<file path="config.mk">
export PLATFORM = sky130hd
export DESIGN_NAME = siso_tx_sched
export DESIGN_NICKNAME = d
export VERILOG_FILES = /design/src/rtl/siso_pkg.sv /design/src/rtl/rr_arb2.sv /design/src/rtl/siso_tx_sched.sv
export SDC_FILE = /design/constraint.sdc
export NUM_CORES = 1
export LEC_CHECK = 0
export CAP_MARGIN = 20
export CORE_MARGIN = 3
export CORE_UTILIZATION = 50
export CTS_BUF_LIST = sky130_fd_sc_hd__clkbuf_16
export DETAILED_ROUTE_END_ITERATION = 6
export DONT_BUFFER_PORTS = 1
export PLACE_DENSITY = 0.65
export SKIP_CTS_REPAIR_TIMING = 1
export SYNTH_ARGS = -nofsm -noshare
export SYNTH_HDL_FRONTEND = slang
export SYNTH_SLANG_ARGS = --single-unit
</file>
<file path="constraint.sdc">
create_clock -name clk -period 1.55 [get_ports clk]
set_input_delay 0.465 -clock clk [delete_from_list [all_inputs] [get_ports clk]]
set_output_delay 0.465 -clock clk [all_outputs]
set_load 0.005 [all_outputs]
</file>
<file path="src/rtl/siso_pkg.sv">
// Shared types and constants for the SISO transmit scheduler and its arbiter.
package siso_pkg;

    typedef enum logic [1:0] {
        ST_IDLE  = 2'd0,
        ST_SHIFT = 2'd1,
        ST_PAR   = 2'd2
    } siso_state_t;

    localparam int   SISO_N = 8;
    localparam logic REQ0   = 1'b0;
    localparam logic REQ1   = 1'b1;

endpackage

</file>
<file path="src/rtl/rr_arb2.sv">
// Two-way round-robin arbiter: one-hot grant, pointer flips away from the winner on advance.
module rr_arb2 (
    input  logic       clk,
    input  logic       rst,
    input  logic [1:0] req,
    input  logic       advance,
    output logic [1:0] grant
);

    // r_ptr=1 means requester 1 wins the next tie
    logic r_ptr;

    always_comb begin
        grant = req;
        if (req == 2'b11) grant = r_ptr ? 2'b10 : 2'b01;
    end

    always_ff @(posedge clk or negedge rst) begin
        if (!rst)         r_ptr <= 1'b0;
        else if (advance) r_ptr <= grant[0];
    end

endmodule

</file>
<file path="src/rtl/siso_tx_sched.sv">
// Two-requester round-robin scheduler feeding an MSB-first serial link.
// SISO_PARITY_EN appends an even-parity bit as a final PAR frame bit.
module siso_tx_sched
    import siso_pkg::*;
#(
    parameter int N = SISO_N
) (
    input  logic         clk,
    input  logic         rst,
    input  logic         req0_valid,
    input  logic [N-1:0] req0_data,
    output logic         req0_ready,
    input  logic         req1_valid,
    input  logic [N-1:0] req1_data,
    output logic         req1_ready,
    input  logic         s_ready,
    output logic         s_out,
    output logic         s_valid,
    output logic         s_last,
    output logic         s_id,
    output logic         busy
);

    localparam int CW = $clog2(N+1);

    siso_state_t  r_state, w_next;
    logic [N-1:0] r_sr;
    logic [CW-1:0] r_cnt;
    logic          r_id;
    logic [1:0]    w_req, w_grant;
    logic          w_hs, w_cnt_zero;
    logic [N-1:0]  w_load;

    // Requests are masked in reset so no ready can leak out while rst is low
    assign w_req      = {req1_valid, req0_valid} & {2{(r_state == ST_IDLE) && rst}};
    assign w_hs       = |w_grant;
    assign w_cnt_zero = (r_cnt == '0);
    assign w_load     = w_grant[1] ? req1_data : req0_data;

    rr_arb2 u_arb (
        .clk     (clk),
        .rst     (rst),
        .req     (w_req),
        .advance (w_hs),
        .grant   (w_grant)
    );

    always_ff @(posedge clk or negedge rst) begin
        if (!rst) r_state <= ST_IDLE;
        else      r_state <= w_next;
    end

    always_comb begin
        w_next = r_state;
        case (r_state)
            ST_IDLE:  if (w_hs) w_next = ST_SHIFT;
            ST_SHIFT: if (s_ready && w_cnt_zero) begin
`ifdef SISO_PARITY_EN
                w_next = ST_PAR;
`else
                w_next = ST_IDLE;
`endif
            end
`ifdef SISO_PARITY_EN
            ST_PAR:   if (s_ready) w_next = ST_IDLE;
`endif
            default:  w_next = ST_IDLE;
        endcase
    end

    always_ff @(posedge clk or negedge rst) begin
        if (!rst) begin
            r_sr  <= '0;
            r_cnt <= '0;
            r_id  <= REQ0;
        end else if (w_hs) begin
            r_sr  <= w_load;
            r_cnt <= CW'(N-1);
            r_id  <= w_grant[1] ? REQ1 : REQ0;
        end else if ((r_state == ST_SHIFT) && s_ready) begin
            r_sr  <= {r_sr[N-2:0], 1'b0};
            if (!w_cnt_zero) r_cnt <= r_cnt - 1'b1;
        end
    end

`ifdef SISO_PARITY_EN
    logic r_par;

    always_ff @(posedge clk or negedge rst) begin
        if (!rst)      r_par <= 1'b0;
        else if (w_hs) r_par <= ^w_load;
    end
`endif

    assign req0_ready = w_grant[0];
    assign req1_ready = w_grant[1];
    assign s_valid    = (r_state != ST_IDLE);
    assign busy       = (r_state != ST_IDLE);
    assign s_id       = r_id;

    always_comb begin
        s_out  = 1'b0;
        s_last = 1'b0;
        case (r_state)
            ST_SHIFT: begin
                s_out = r_sr[N-1];
`ifndef SISO_PARITY_EN
                s_last = w_cnt_zero;
`endif
            end
`ifdef SISO_PARITY_EN
            ST_PAR: begin
                s_out  = r_par;
                s_last = 1'b1;
            end
`endif
            default: ;
        endcase
    end

endmodule

</file>
---- Word level (Yosys, flattened, before mapping) ----
Index checks and enable logic that the tools add are counted.
word-level totals
  register bits after elaboration ......... 16
  input port bits ......................... 21
  output and inout bits ................... 7
  word-level logic and storage cells ...... 36
cells by class
  $add $sub $neg .......................... 1
  equal/unequal tests ..................... 5
  multiplexer cells ....................... 14
  bitwise gates (word level) .............. 1
  reduce and logical (&&, ||, !) cells .... 10
operators with widths
  cell                                                    number
  two-way mux 8 bit                                       3
  two-way mux 4 bit                                       3
  two-way mux 2 bit                                       4
  zero test 4 bit                                         1
  inequality test 2 x 1 -> 1 bit (second input constant)  2
  one-hot mux 2 bit (2 select lines)                      1
  AND reduction 2 bit                                     2
  nonzero test 2 bit                                      2
  subtractor 4 x 1 -> 4 bit (second input constant)       1
  logical AND 1 bit                                       3
  two-way mux 1 bit                                       3
  AND 2 bit                                               1
  equality test 2 x 1 -> 1 bit (second input constant)    1
  equality test 2 bit (second input constant)             1
  zero test 2 bit                                         1
  inequality test 2 bit (second input constant)           1
  OR reduction 2 bit                                      1

---- Depth between registers and ports, before layout ----
  depth after elaboration ................. 8
  mapped depth ............................ 6
  depth with buffers taken out ............ 6

---- By module ----
A second synthesis with hierarchy kept.
second synthesis, totals
  cell total of the unflattened synthesis .. 81
  area, all modules ....................... 833.3 µm²
modules (own cells, without submodules)
  module         instances  cells each  area each (µm²)  sequential area each (µm²)
  siso_tx_sched  1          76          770.7            350.3
  rr_arb2        1          5           62.6             25.0

---- Worst setup path before layout ----
No wires, ideal clock.
  path kind ............................... in2out
  from .................................... input req1_valid
  to ...................................... output req0_ready
  data arrival time ....................... 1.042 ns
  required time ........................... 1.085 ns
  path slack .............................. 0.043 ns
  stages .................................. 3
  buffers on the path ..................... 1
  cell sequence ........................... clkbuf_8 a21boi_2 and2b_2
on the way
  longest elaborated chain between the ends .. 3
ends and longest elaborated chain
  what                 RTL line             text
  start: declaration   siso_tx_sched.sv:13  input logic req1_valid,
  AND 2 bit            siso_tx_sched.sv:35  assign w_req = {req1_valid, req0_valid} & {2{(r_state == ST_IDLE) && rst}};
  equality test 2 bit  rr_arb2.sv:15        if (req == 2'b11) grant = r_ptr ? 2'b10 : 2'b01;
  two-way mux 2 bit    rr_arb2.sv:15
  end: declaration     siso_tx_sched.sv:12  output logic req0_ready,
No other way between the ends.

---- Final worst setup path ----
  from .................................... register r_cnt[0]
  to ...................................... output s_last
on the way
  longest elaborated chain between the ends .. 2
ends and longest elaborated chain
  what                      RTL line              text
  start: declaration        siso_tx_sched.sv:28   logic [CW-1:0] r_cnt;
  start signal: assignment  siso_tx_sched.sv:78   r_cnt <= CW'(N-1);
  start signal: assignment  siso_tx_sched.sv:82   if (!w_cnt_zero) r_cnt <= r_cnt - 1'b1;
  zero test 4 bit           siso_tx_sched.sv:37   assign w_cnt_zero = (r_cnt == '0);
  two-way mux 1 bit         siso_tx_sched.sv:104  case (r_state)
  end: declaration          siso_tx_sched.sv:19   output logic s_last,
No other way between the ends.

==> flow_summary.toml <==
[sta]
layout_worst_path_cycle_share_pct = 110
hold_viol = 0
worst_pin_slew_ns = 0.663
final-max-slew-violation-count = 0
grt_setup_unrepaired = "yes"
relSlewSlack_pct = 55.7
maxClockFrequency_mhz = 584
final.setup.tns_ns = -0.161
setup_violations = 1
post-route-min-period_ns = 1.71
layout_setup_ws_ns = -0.161
clock-skew-final_ns = 0.00320

[logic_synthesis]
synth_seq_cells = 15
post_synth_instance_area_sq_um = 927
yosysSeqAreaShare_pct = 40.5
ys_top_cells_by_count = "sky130_fd_sc_hd__dfrtp_1, sky130_fd_sc_hd__a21oi_1, sky130_fd_sc_hd__inv_1, sky130_fd_sc_hd__a211oi_1, sky130_fd_sc_hd__o2bb2ai_1"
synthDominantCellAreaShare_pct = 40.5
ys.warnings.count = 0
synth.distinct_cells = 31
yosysMostFrequentCell = "sky130_fd_sc_hd__dfrtp_1"
synth_async_sr_flop_share_pct = 100
syn_area_per_cell_sq_um = 10.1
synth_top_cells_by_area = "sky130_fd_sc_hd__dfrtp_1, sky130_fd_sc_hd__a21oi_1, sky130_fd_sc_hd__o2bb2ai_1"
postSynthCellCount = 92
synth_top_cell_by_area = "sky130_fd_sc_hd__dfrtp_1"
synth-edff-count = 0
postSynthNetCount = 115
synth-main-ff-cell = "sky130_fd_sc_hd__dfrtp_1"

[clock_tree]
clkLatencyLatePin_ns = 0.24
inserted_clock_buffers = 3
htree_num_levels = 1
max_clock_buf_depth = 2
tritoncts = "built"
path_clk_slew_ns = 0.05
cts.sink_count = 15
cts_root_buffer = "sky130_fd_sc_hd__clkbuf_16"

[die]
floorplan.rows = 14
io-pin-count = 28
floorplan.die.height_um = 49.1
die_w_um = 49.1
die_area_sq_mm = 0.00241
placeableCoreArea_sq_mm = 0.00163
initial_utilization_pct = 56.9

[setup_path]
required_ns = 1.08
crit_path_end_kind = "primary output"
critical_path.max_fanout = 4
worst-setup-path-type = "reg2out"
worst_setup_path_start_kind = "flip-flop"
arrival_ns = 1.25
worst-r2r-setup-slack_ns = 0.04

[power_and_ir_drop]
pwr-share-seq_pct = 38.4
pwr-share-clk_pct = 26.8
worst_ir_drop_vdd_mv = 1.02
netSwitchingPower_mw = 0.588
power.share.combinational_pct = 34.8
power_switching_share_pct = 32.3
p_leak_nw = 0.475
cell_internal_pwr_mw = 1.23
pwr_cell_area_mw_per_mm2 = 1710

[grt]
grt_pass1_wl_mm = 2.80
first_global_vias = 605
grt_antenna_before_repair = 0
grtUsageTotal_pct = 15.2
largest_net_degree_at_the_start_of_global_routing = 17
grt_overflow = 0

[worst_hold_path]
min-delay-path-class = "in2reg"

[route]
routed_via_density = 5.50
wl_per_instance_um = 14.0
drtPass1Iterations = 4
num_vias = 676
routed_wl_mm = 1.72
route.detailed.drc = 0
drt-initial-drc-count = 2
drt.antenna.violating_nets = 0

[finish]
fin_nets = 123
fraction_of_layout_instances_using_a_drive_strength_above_1_pct = 26.3
antennaDiodeCount = 0
areaGrowthSynthToFinish_pct = 15.2
final_core_util_pct = 65.6

[job]
drv_cap = 0

[place]
dp_hpwl_mm = 1.26
port_buffers = 0
gpl.final_weighted_congestion = 0.683

[outcome]
outcome = "complete, but fails checks"
violations = "setup timing"
[power groups by stage]
| stage | combinational [mW] | sequential, mW | clock [mW] |
|---|---|---|---|
| 2_1_floorplan | 0.460 | 0.672 | 0 |
| 3_3_place_gp | 0.508 | 0.691 | 0 |
| 3_5_place_dp | 0.526 | 0.692 | 0 |
| 6_report | 0.634 | 0.700 | 0.489 |
| 4_1_cts | 0.529 | 0.687 | 0.501 |
| 5_1_grt | 0.723 | 0.722 | 0.532 |
[cells in the final DEF (no fill, tap or decap), drive strengths merged, types with 3 or more instances in the layout]
master	synthesis	layout
buf	3	6
and2	3	3
a21oi	15	15
o2bb2ai	8	8
clkbuf	1	3
a211oi	8	8
dfrtp	15	15
a21o	3	3
inv	11	11
nor2	3	3
nand2	5	5
[kinds of logic (layout without fill, tap and decap cells)]
| kind of cell | Yosys count | in the layout | synth area share [%] |
|---|---|---|---|
| flip-flops | 15 | 15 | 40.5 |
| AO/OA/AOI/OAI | 39 | 39 | 29.7 |
| adder cells (fa/ha/maj) | 2 | 2 | 2.70 |
| AND/OR/NAND/NOR | 19 | 19 | 15.8 |
| buffers and inverters | 15 | 22 | 9.18 |
| multiplexers | 2 | 2 | 2.16 |
[flip-flops by register name (all words and copies together), names as in the netlist]
signal	count
r_state	1
u_arb.r_ptr	1
r_cnt	4
s_id	1
r_sr	8
[worst max-delay path, cell delays in order, from the launching register on]
cell and delay (ns):
sky130_fd_sc_hd__dfrtp_1 0.38, sky130_fd_sc_hd__inv_2 0.10, sky130_fd_sc_hd__ha_4 0.13, sky130_fd_sc_hd__nor3b_4 0.21, sky130_fd_sc_hd__and2_4 0.18
[per-stage QoR]
stage | worst slack, ns | instance area (sq um) | power [mW] | cells | hold slack [ns]
after floorplan | 0.0433 | 927 | 1.13 | 92 | 0.169
after global placement | 0.0840 | 928 | 1.20 | 114 | 0.170
after detailed placement | 0.0572 | 928 | 1.22 | 114 | 0.170
after CTS | -0.224 | 1010 | 1.72 | 118 | -0.0887
after global routing | -0.242 | 1070 | 1.98 | 123 | 0.402
final | -0.161 | 1070 | 1.82 | 123 | 0.392
[area by class of cell]
class / count / area, sq um
fillers: 139 / 561
multi-input cells: 62 / 487
flip-flops and latches: 15 / 375
clock buffers: 3 / 75.1
repair buffers: 7 / 55.1
inverters: 11 / 41.3
well taps: 24 / 30.0
clock inverters: 1 / 5.00
[worst paths after layout]
check | start | endpoint | depth (start not counted)
max in group asynchronous | rst | r_cnt[3] | 1
setup / recovery | r_cnt[0] | s_last | 4
setup reg to reg | r_cnt[0] | r_cnt[2] | 6
hold reg to reg | r_sr[7] | r_sr[7] | 1
min in group asynchronous | rst | u_arb.r_ptr | 1
hold / removal | s_ready | r_state[0] | 3
[layer usage]
metal	vias up	track usage, %	share of wire [%]
li1	347	-	-
met1	308	20.3	48
met2	19	20.5	45
met3	2	7.03	6.0
met4	0	6.64	0.47
met5	-	0	0
No activity file was read; power rests on OpenSTA's default activity.
